$ cat config.mk
export PLATFORM = sky130hd
export DESIGN_NAME = als_avg_display
export DESIGN_NICKNAME = d
export VERILOG_FILES = /design/src/rtl/als_pkg.sv /design/src/rtl/als_avg_display_seg7_scan4.sv /design/src/rtl/als_avg_display.sv
export SDC_FILE = /design/constraint.sdc
export NUM_CORES = 1
export LEC_CHECK = 0
export BUFFER_PORTS_ARGS = -buffer_cell sky130_fd_sc_hd__buf_2
export CORE_MARGIN = 2
export CORE_UTILIZATION = 48
export DETAILED_ROUTE_END_ITERATION = 12
export HOLD_SLACK_MARGIN = 0.15
export PLACE_DENSITY = 0.75
export SLEW_MARGIN = 15
export SYNTH_ARGS = -nofsm -noshare
export SYNTH_HDL_FRONTEND = slang
export SYNTH_SLANG_ARGS = --single-unit
$ cat constraint.sdc
create_clock -name clk -period 4.13 [get_ports clk]
set_input_delay 0.2065 -clock clk [delete_from_list [all_inputs] [get_ports clk]]
set_output_delay 0.2065 -clock clk [all_outputs]
set_load 0.01 [all_outputs]
$ cat src/rtl/als_pkg.sv
// Shared constants for the ALS averaging display: segment codes, FSM states
// and the BCD-to-segment lookup.
package als_pkg;

    localparam logic [7:0] SEG_0     = 8'hC0;
    localparam logic [7:0] SEG_1     = 8'hF9;
    localparam logic [7:0] SEG_2     = 8'hA4;
    localparam logic [7:0] SEG_3     = 8'hB0;
    localparam logic [7:0] SEG_4     = 8'h99;
    localparam logic [7:0] SEG_5     = 8'h92;
    localparam logic [7:0] SEG_6     = 8'h82;
    localparam logic [7:0] SEG_7     = 8'hF8;
    localparam logic [7:0] SEG_8     = 8'h80;
    localparam logic [7:0] SEG_9     = 8'h90;
    localparam logic [7:0] SEG_BLANK = 8'hFF;

    localparam int DIG_IDX_W = 2;

    typedef enum logic [1:0] {
        IDLE,
        LOAD,
        CONV,
        DONE
    } state_t;

    // Active-low segments with dp off; non-decimal codes go blank.
    function automatic logic [7:0] bcdToSeg(input logic [3:0] digit);
        logic [7:0] seg;
        case (digit)
            4'd0:    seg = SEG_0;
            4'd1:    seg = SEG_1;
            4'd2:    seg = SEG_2;
            4'd3:    seg = SEG_3;
            4'd4:    seg = SEG_4;
            4'd5:    seg = SEG_5;
            4'd6:    seg = SEG_6;
            4'd7:    seg = SEG_7;
            4'd8:    seg = SEG_8;
            4'd9:    seg = SEG_9;
            default: seg = SEG_BLANK;
        endcase
        return seg;
    endfunction

endpackage

$ cat src/rtl/als_avg_display_seg7_scan4.sv
// Four-digit multiplexed 7-segment driver: free-running refresh counter,
// one-hot active-low anode rotation and leading-zero blanking.
module seg7_scan4
    import als_pkg::*;
#(
    parameter int REFRESH_DIV = 50000
) (
    input  logic       clk,
    input  logic       rst,
    input  logic [3:0] i_hundreds,
    input  logic [3:0] i_tens,
    input  logic [3:0] i_units,
    output logic [7:0] DISPLAY,
    output logic [3:0] AN
);

    localparam int CW = (REFRESH_DIV > 1) ? $clog2(REFRESH_DIV) : 1;

    logic [CW-1:0]        r_refresh;
    logic [DIG_IDX_W-1:0] r_digIdx;
    logic                 w_hundBlank;
    logic                 w_tensBlank;

    always_ff @(posedge clk or negedge rst) begin
        if (!rst) begin
            r_refresh <= '0;
            r_digIdx  <= '0;
        end else if (r_refresh == CW'(REFRESH_DIV - 1)) begin
            r_refresh <= '0;
            r_digIdx  <= r_digIdx + 1'b1;
        end else begin
            r_refresh <= r_refresh + 1'b1;
        end
    end

    // Tens only blank when hundreds is also zero, so "105" keeps its middle zero.
    always_comb begin
        w_hundBlank = (i_hundreds == 4'd0);
        w_tensBlank = w_hundBlank && (i_tens == 4'd0);
        AN          = ~(4'b0001 << r_digIdx);
        case (r_digIdx)
            2'd0:    DISPLAY = bcdToSeg(i_units);
            2'd1:    DISPLAY = w_tensBlank ? SEG_BLANK : bcdToSeg(i_tens);
            2'd2:    DISPLAY = w_hundBlank ? SEG_BLANK : bcdToSeg(i_hundreds);
            default: DISPLAY = SEG_BLANK;
        endcase
    end

endmodule

$ cat src/rtl/als_avg_display.sv
// ALS consumer: running average over 2^AVG_LOG2 samples, sequential
// double-dabble to BCD, and a multiplexed 4-digit 7-segment readout.
module als_avg_display
    import als_pkg::*;
#(
    parameter int AVG_LOG2    = 2,
    parameter int REFRESH_DIV = 50000
) (
    input  logic       clk,
    input  logic       rst,
    input  logic       sample_valid,
    input  logic [7:0] sample,
    output logic       busy,
    output logic       overrun,
    output logic [7:0] value,
    output logic [7:0] DISPLAY,
    output logic [3:0] AN
);

    localparam int DEPTH = 1 << AVG_LOG2;
    localparam int SW    = 8 + AVG_LOG2;

    logic [7:0]          r_hist [DEPTH];
    logic [SW-1:0]       r_sum;
    logic [AVG_LOG2-1:0] r_ptr;
    state_t              r_state;
    state_t              w_nextState;
    logic [2:0]          r_bitCnt;
    logic [19:0]         r_shift;
    logic [19:0]         w_adj;
    logic [3:0]          r_hundreds;
    logic [3:0]          r_tens;
    logic [3:0]          r_units;
    logic [7:0]          r_value;
    logic                r_overrun;
    logic                w_accept;

    assign busy     = (r_state != IDLE);
    assign w_accept = sample_valid && !busy;
    assign overrun  = r_overrun;
    assign value    = r_value;

    // Sliding-window sum: the slot being overwritten leaves, the new sample enters.
    always_ff @(posedge clk or negedge rst) begin
        if (!rst) begin
            for (int i = 0; i < DEPTH; i++) begin
                r_hist[i] <= '0;
            end
            r_sum     <= '0;
            r_ptr     <= '0;
            r_overrun <= 1'b0;
        end else begin
            r_overrun <= sample_valid && busy;
            if (w_accept) begin
                r_sum         <= r_sum - SW'(r_hist[r_ptr]) + SW'(sample);
                r_hist[r_ptr] <= sample;
                r_ptr         <= r_ptr + 1'b1;
            end
        end
    end

    always_ff @(posedge clk or negedge rst) begin
        if (!rst) begin
            r_state <= IDLE;
        end else begin
            r_state <= w_nextState;
        end
    end

    always_comb begin
        w_nextState = r_state;
        case (r_state)
            IDLE: if (w_accept) w_nextState = LOAD;
            LOAD: w_nextState = CONV;
            CONV: if (r_bitCnt == 3'd7) w_nextState = DONE;
            DONE: w_nextState = IDLE;
            default: w_nextState = IDLE;
        endcase
    end

    // Double-dabble correction: nibbles at 5 or above get +3 before the shift.
    always_comb begin
        w_adj = r_shift;
        for (int k = 0; k < 3; k++) begin
            if (r_shift[8 + 4*k +: 4] >= 4'd5) begin
                w_adj[8 + 4*k +: 4] = r_shift[8 + 4*k +: 4] + 4'd3;
            end
        end
    end

    always_ff @(posedge clk or negedge rst) begin
        if (!rst) begin
            r_value    <= '0;
            r_shift    <= '0;
            r_bitCnt   <= '0;
            r_hundreds <= '0;
            r_tens     <= '0;
            r_units    <= '0;
        end else begin
            case (r_state)
                LOAD: begin
                    r_value  <= r_sum[SW-1:AVG_LOG2];
                    r_shift  <= {12'd0, r_sum[SW-1:AVG_LOG2]};
                    r_bitCnt <= '0;
                end
                CONV: begin
                    r_shift  <= w_adj << 1;
                    r_bitCnt <= r_bitCnt + 1'b1;
                end
                DONE: begin
                    r_hundreds <= r_shift[19:16];
                    r_tens     <= r_shift[15:12];
                    r_units    <= r_shift[11:8];
                end
                default: ;
            endcase
        end
    end

    seg7_scan4 #(
        .REFRESH_DIV(REFRESH_DIV)
    ) u_scan (
        .clk       (clk),
        .rst       (rst),
        .i_hundreds(r_hundreds),
        .i_tens    (r_tens),
        .i_units   (r_units),
        .DISPLAY   (DISPLAY),
        .AN        (AN)
    );

endmodule
==> results.py, run 1 <==
metrics = {
    "outcome": {
        "status": "finished, final reports clean",
    },
    "floorplanning": {
        "core_um2": 12600,
        "boundaryPins": 33,
        "rows": 41,
        "start_util_pct": 49.0,
        "die_area_um2": 13800,
        "die_w_um": 117,
        "die_y_um": 117,
    },
    "global_route": {
        "met2_usage_pct": 30.9,
        "grt_use_met1_pct": 22.0,
        "grt_overflow_total": 0,
        "grt_usage_pct": 17.7,
        "use_met3_pct": 2.87,
        "first_global_vias": 4550,
        "grt_max_degree": 83,
        "grt_busiest_layer": "met2",
        "grt_first_pass_wirelength_um": 20500,
        "antenna_found_initial": 0,
    },
    "critical_path": {
        "timing.rr.start": "r_ptr[0]",
        "crit_end": "r_sum[9]",
        "critPathMaxFanout": 11,
        "rrSetupSlack_ns": 0.79,
        "endpoint_kind": "register",
        "worstSetupPathType": "reg2reg",
        "r2r.worst_path.cells": 9,
        "cp-startpoint": "r_ptr[0]",
        "regToRegEndpoint": "r_sum[9]",
        "startpoint_type": "register",
        "cp.required_ns": 4.40,
        "cp.arrival_ns": 3.61,
    },
    "timing": {
        "setup_tns_ns": 0,
        "worst_pin_slew_ns": 1.04,
        "grt_setup_unrepaired": "false",
        "setup_viol": 0,
        "max_slew_margin_pct": 30.9,
        "slew_viol_final": 0,
        "layout_min_cycle_time_ns": 3.34,
        "post-route-period-util_pct": 80.8,
        "finalClockSkew_ns": 0.00857,
        "fmax_mhz": 300,
        "hold_violations": 0,
    },
    "clock_network": {
        "postCtsSetupRepairBufs": 0,
        "cts_max_level": 3,
        "numCtsBuffers": 9,
        "clkTransAtPathRegs_ns": 0.07,
        "root_buffer": "clkbuf_16",
        "cts.path.max_buffers": 2,
        "cts_tree": "built",
        "clock_sinks": 108,
        "insertion_delay_ns": 0.34,
        "cts-resized-gates": 0,
    },
    "synth": {
        "synth_area_um2": 6160,
        "synth-seq-cells": 108,
        "synthFlopType": "dfrtp_1",
        "yosys-top-cells-area": "dfrtp_1, ha_1, o21ai_0",
        "yosys_warnings": 0,
        "yosysSeqAreaShare_pct": 43.9,
        "yosys-top-cells-count": "dfrtp_1, inv_1, nand2_1, o21ai_0, ha_1",
        "yosysTopAreaCell": "dfrtp_1",
        "async_reset_ff_share_pct": 100,
        "syn_nets": 699,
        "synth_edf_count": 0,
        "avgSynthCellArea_um2": 9.75,
        "synth_top_area_share_pct": 43.9,
        "ys_types": 59,
        "synth_most_common_cell": "dfrtp_1",
        "syn_inst": 632,
    },
    "drt": {
        "drc": 0,
        "finalWirelength_um": 11700,
        "ant_nets": 0,
        "post_drt_wl_per_cell_um": 14.2,
        "num_vias": 4453,
        "dr.pass1.iters": 5,
        "viasPerCell": 5.37,
        "drtIter0Drc": 208,
    },
    "cells_and_area": {
        "nets": 719,
        "fill_cells": 1101,
        "antenna_cells": 0,
        "area_delta_synth_final_pct": 9.87,
        "drive_gt1_share_pct": 13.1,
        "utilization_pct": 53.9,
        "multiInputGateArea_um2": 3100,
        "regArea_um2": 2700,
    },
    "placed_design": {
        "post-dp-hpwl_um": 8590,
        "io_buffer_count": 31,
        "gp_congestion": 0.821,
    },
    "power_and_ir_drop": {
        "powerDensity_nw_per_um2": 749,
        "p_leak_nw": 3.15,
        "vdd_drop_max_mv": 0.378,
    },
    "min_path": {
        "worstHoldStart": "sample[0]",
        "hp-class": "in2reg",
    },
    "job": {
        "maxCapViolations": 0,
    },
}
==> cell usage in the layout (no fill, tap or decap), types with 4 or more instances in the layout <==
cell type and count:
nand4_1 4, xor2_1 10, xnor2_1 14, ha_1 48, o31ai_1 4, mux2i_1 9, clkbuf_16 9, mux2_2 18
buf_2 30, nand2b_1 6, nor3_1 7, nor2b_1 8, fa_1 8, inv_1 68, nand3_1 13, dfrtp_1 108
nor2_1 42, a21oi_1 35, nand2_1 66, o22ai_1 9, o21ai_0 66, mux4_2 8
==> worst max-delay path: stages, from the launching register on <==
cell	delay (ns)
dfrtp_1	0.72
mux4_2	0.61
fa_1	0.49
inv_1	0.04
ha_1	0.43
nand3_2	0.12
or3_1	0.32
a211o_1	0.30
o211ai_2	0.08
xor2_1	0.15
==> worst min path at each step <==
| stage | slack (ns) | cells past startpoint | endpoint |
|---|---|---|---|
| after floorplan | -0.09 | 0 | overrun |
| after global placement | 0.44 | 1 | r_hist[8] |
| after detailed placement | 0.45 | 1 | r_hist[8] |
| after CTS | 0.18 | 2 | r_hist[24] |
| after global routing | 0.19 | 2 | r_hist[24] |
| final | 0.18 | 2 | r_hist[24] |
==> power breakdown <==
part	switching [mW]	internal [mW]	total (mW)
Combinational	1.43	1.11	2.54
Sequential	0.258	1.39	1.65
Clock	0.403	0.480	0.883
==> cells by family after synthesis <==
family                     share of synthesized area [%]
AOI/OAI and AO/OA                                   13.8
adders and majority gates                           12.3
buffers and inverters                               5.89
other                                             0.0609
DFF                                                 43.9
muxes                                               7.68
and+or+nand+nor                                     12.9
xor gates and xnor gates                            3.41
==> metal layers <==
layer  vias up  part of all wire [%]
li1       2178                     -
met1      2161                    45
met3        24                   2.7
met5         -                     0
met4         0                   2.3
met2        90                    50
==> state kept, by name, summed over array words and instances (netlist names) <==
signal	flops
r_sum	10
r_units	4
r_bitCnt	3
u_scan.r_refresh	16
r_hist	32
r_state	2
r_hundreds	4
u_scan.r_digIdx	2
r_ptr	2
overrun	1
value	8
r_tens	4
r_shift	20
==> per-stage QoR <==
stage / total power [mW] / cells / worst slack [ns] / cell area (um2) / hold WS, ns
after floorplan: 3.61 / 632 / 1.13 / 6160 / -0.0891
after global placement: 4.03 / 811 / 0.930 / 6440 / 0.435
after detailed placement: 4.20 / 811 / 0.811 / 6440 / 0.446
after CTS: 5.10 / 829 / 0.803 / 6770 / 0.179
after global routing: 5.52 / 829 / 0.613 / 6770 / 0.189
final: 5.07 / 829 / 0.793 / 6770 / 0.183
==> final cells by class <==
cell class,count,area share [%]
multi-input combinational,430,45.7
sequential,108,39.9
inverter,68,3.77
clock buffer,9,3.33
tap,172,3.18
timing repair buffer,35,2.85
clock inverter,7,1.22
==> timing repair <==
item,4_1_cts,5_1_grt
hold endpoints to repair,82,0
hold buffers,2,0
setup endpoints to repair,0,0
Note: power is estimated with default switching activity, not from simulation.
==> inputs of run 2 (changes only) <==
clock period = 3.1 ns   (was 4.13 ns; I/O delays follow)
==> run 2 against run 1 <==
Register-to-register slack worse by 0.69 ns; count of clock-buffer cells in the layout stayed put; flip-flop and latch count stayed put; via count hardly changed; fmax is 11% higher; total power is 39% higher; non-clock buffer count is 11 higher; die area stayed put; worst hold slack worse by 0.0090 ns; clock skew is 0.0031 ns higher; core utilization is 0.89 points higher; combinational power is 49% higher; critical path type unchanged; critical endpoint is now r_sum[8]; largest power group unchanged.
==> results.py, run 2 (same netlist as run 1, synthesis figures left out) <==
metrics = {
    "cells_and_area": {
        "largest_reg_flops": 32,
        "drive_gt1_share_pct": 14.5,
        "nets": 730,
        "fill_cells": 1087,
        "top_regs": "r_hist x32, r_shift x20, u_scan.r_refresh x16",
        "multiInputGateArea_um2": 3110,
        "final_cell_mix": "dfrtp_1, inv_1, nand2_1, o21ai_0, ha_1",
        "regMostFlops": "r_hist",
        "area_delta_synth_final_pct": 11.7,
        "regArea_um2": 2700,
        "final_common_cell": "dfrtp_1",
        "antenna_cells": 0,
    },
    "timing": {
        "slew_viol_final": 0,
        "layout_min_cycle_time_ns": 3.00,
        "finalClockSkew_ns": 0.0117,
        "whs_ns": 0.174,
        "hold_violations": 0,
        "setup_viol": 0,
        "worst_pin_slew_ns": 0.898,
        "grt_setup_unrepaired": "true",
        "max_slew_margin_pct": 40.2,
        "post-route-period-util_pct": 96.6,
        "setup_tns_ns": 0,
        "fmax_mhz": 334,
    },
    "drt": {
        "post_drt_wl_per_cell_um": 14.2,
        "num_vias": 4451,
        "drtIter0Drc": 197,
        "dr.pass1.iters": 6,
        "viasPerCell": 5.30,
        "drc": 0,
        "ant_nets": 0,
        "finalWirelength_um": 12000,
    },
    "power_and_ir_drop": {
        "p_leak_nw": 3.22,
        "vdd_drop_max_mv": 0.607,
        "powerDensity_nw_per_um2": 1030,
    },
    "placed_design": {
        "io_buffer_count": 31,
        "gp_congestion": 0.828,
        "post-dp-hpwl_um": 8870,
    },
    "clock_network": {
        "root_buffer": "clkbuf_16",
        "insertion_delay_ns": 0.35,
        "clkTransAtPathRegs_ns": 0.07,
        "clock_sinks": 108,
        "cts_tree": "built",
        "cts_max_level": 3,
        "numCtsBuffers": 9,
        "cts.path.max_buffers": 2,
    },
    "critical_path": {
        "critPathMaxFanout": 8,
        "timing.rr.start": "r_ptr[0]",
        "regToRegEndpoint": "r_sum[8]",
        "endpoint_kind": "register",
        "cp.arrival_ns": 3.25,
        "rrSetupSlack_ns": 0.10,
        "crit_end": "r_sum[8]",
        "cp-startpoint": "r_ptr[0]",
        "r2r.worst_path.cells": 9,
        "cp.required_ns": 3.35,
        "startpoint_type": "register",
        "worstSetupPathType": "reg2reg",
    },
    "outcome": {
        "status": "finished, final reports clean",
    },
    "min_path": {
        "worstHoldStart": "sample[4]",
        "hp-class": "in2reg",
    },
    "floorplanning": {
        "rows": 41,
        "start_util_pct": 49.0,
        "die_y_um": 117,
        "core_um2": 12600,
        "die_area_um2": 13800,
        "die_w_um": 117,
        "boundaryPins": 33,
    },
    "global_route": {
        "grt_first_pass_wirelength_um": 20200,
        "first_global_vias": 4529,
        "grt_usage_pct": 17.6,
        "grt_max_degree": 73,
        "grt_overflow_total": 0,
        "antenna_found_initial": 0,
    },
    "job": {
        "maxCapViolations": 0,
    },
}
## run 2: report_power, final
group | total [mW] | switching [mW] | leakage [nW] | internal (mW)
Sequential | 2.17 | 0.321 | 1.39 | 1.85
Clock | 1.12 | 0.553 | 0.145 | 0.567
Combinational | 3.78 | 2.01 | 1.68 | 1.77
Total | 7.07 | 2.89 | 3.22 | 4.19
## run 2: layout make-up
type                    count  share of cell area [%]
well taps                 172                    3.13
clock inverters             7                   0.982
inverters                  68                    3.71
repair buffers             46                    4.45
flip-flops and latches    108                    39.3
multi-input cells         430                    45.2
clock buffers               9                    3.27
## run 2: stage by stage
step / cell area, um2 / cells / setup WS (ns) / total power, mW / util [%]
final: 6880 / 840 / 0.105 / 7.07 / 54.8
after global routing: 6880 / 840 / -0.00709 / 7.64 / 54.8
after CTS: 6860 / 839 / 0.107 / 7.01 / 54.6
after detailed placement: 6540 / 820 / 0.130 / 5.87 / 52.0
after global placement: 6540 / 820 / 0.185 / 5.65 / 52.0
after floorplan: 6160 / 632 / 0.0995 / 4.81 / -
## run 2: worst max-delay path: stages, from the launching register on
cell and delay [ns]:
dfrtp_1 0.41, buf_12 0.15, mux4_2 0.50, fa_1 0.49, fa_1 0.47, nor2b_1 0.17, o31a_1 0.22, o21bai_1 0.11
a211o_1 0.32, o221ai_1 0.07
## run 2: worst min-delay path by stage
stage | end | slack, ns | depth (start not counted)
floorplan | overrun | -0.14 | 0
global placement | r_hist[8] | 0.33 | 1
detailed placement | r_hist[8] | 0.34 | 1
CTS | r_hist[20] | 0.17 | 3
global route | r_hist[2] | 0.19 | 3
finish | r_hist[20] | 0.17 | 3
## run 2: repair_timing
item                                   in CTS  in global routing
gates resized for setup                     0                  4
setup endpoints to repair                   0                  2
setup buffers                               0                  1
endpoints found under the hold margin      76                  0
hold buffers                                3                  0
## run 2: metal layers
layer	GRT usage (%)	share of wire, %
met1	20.8	44
met2	31.0	51
met5	0	0
met3	2.53	2.7
met4	9.19	2.9
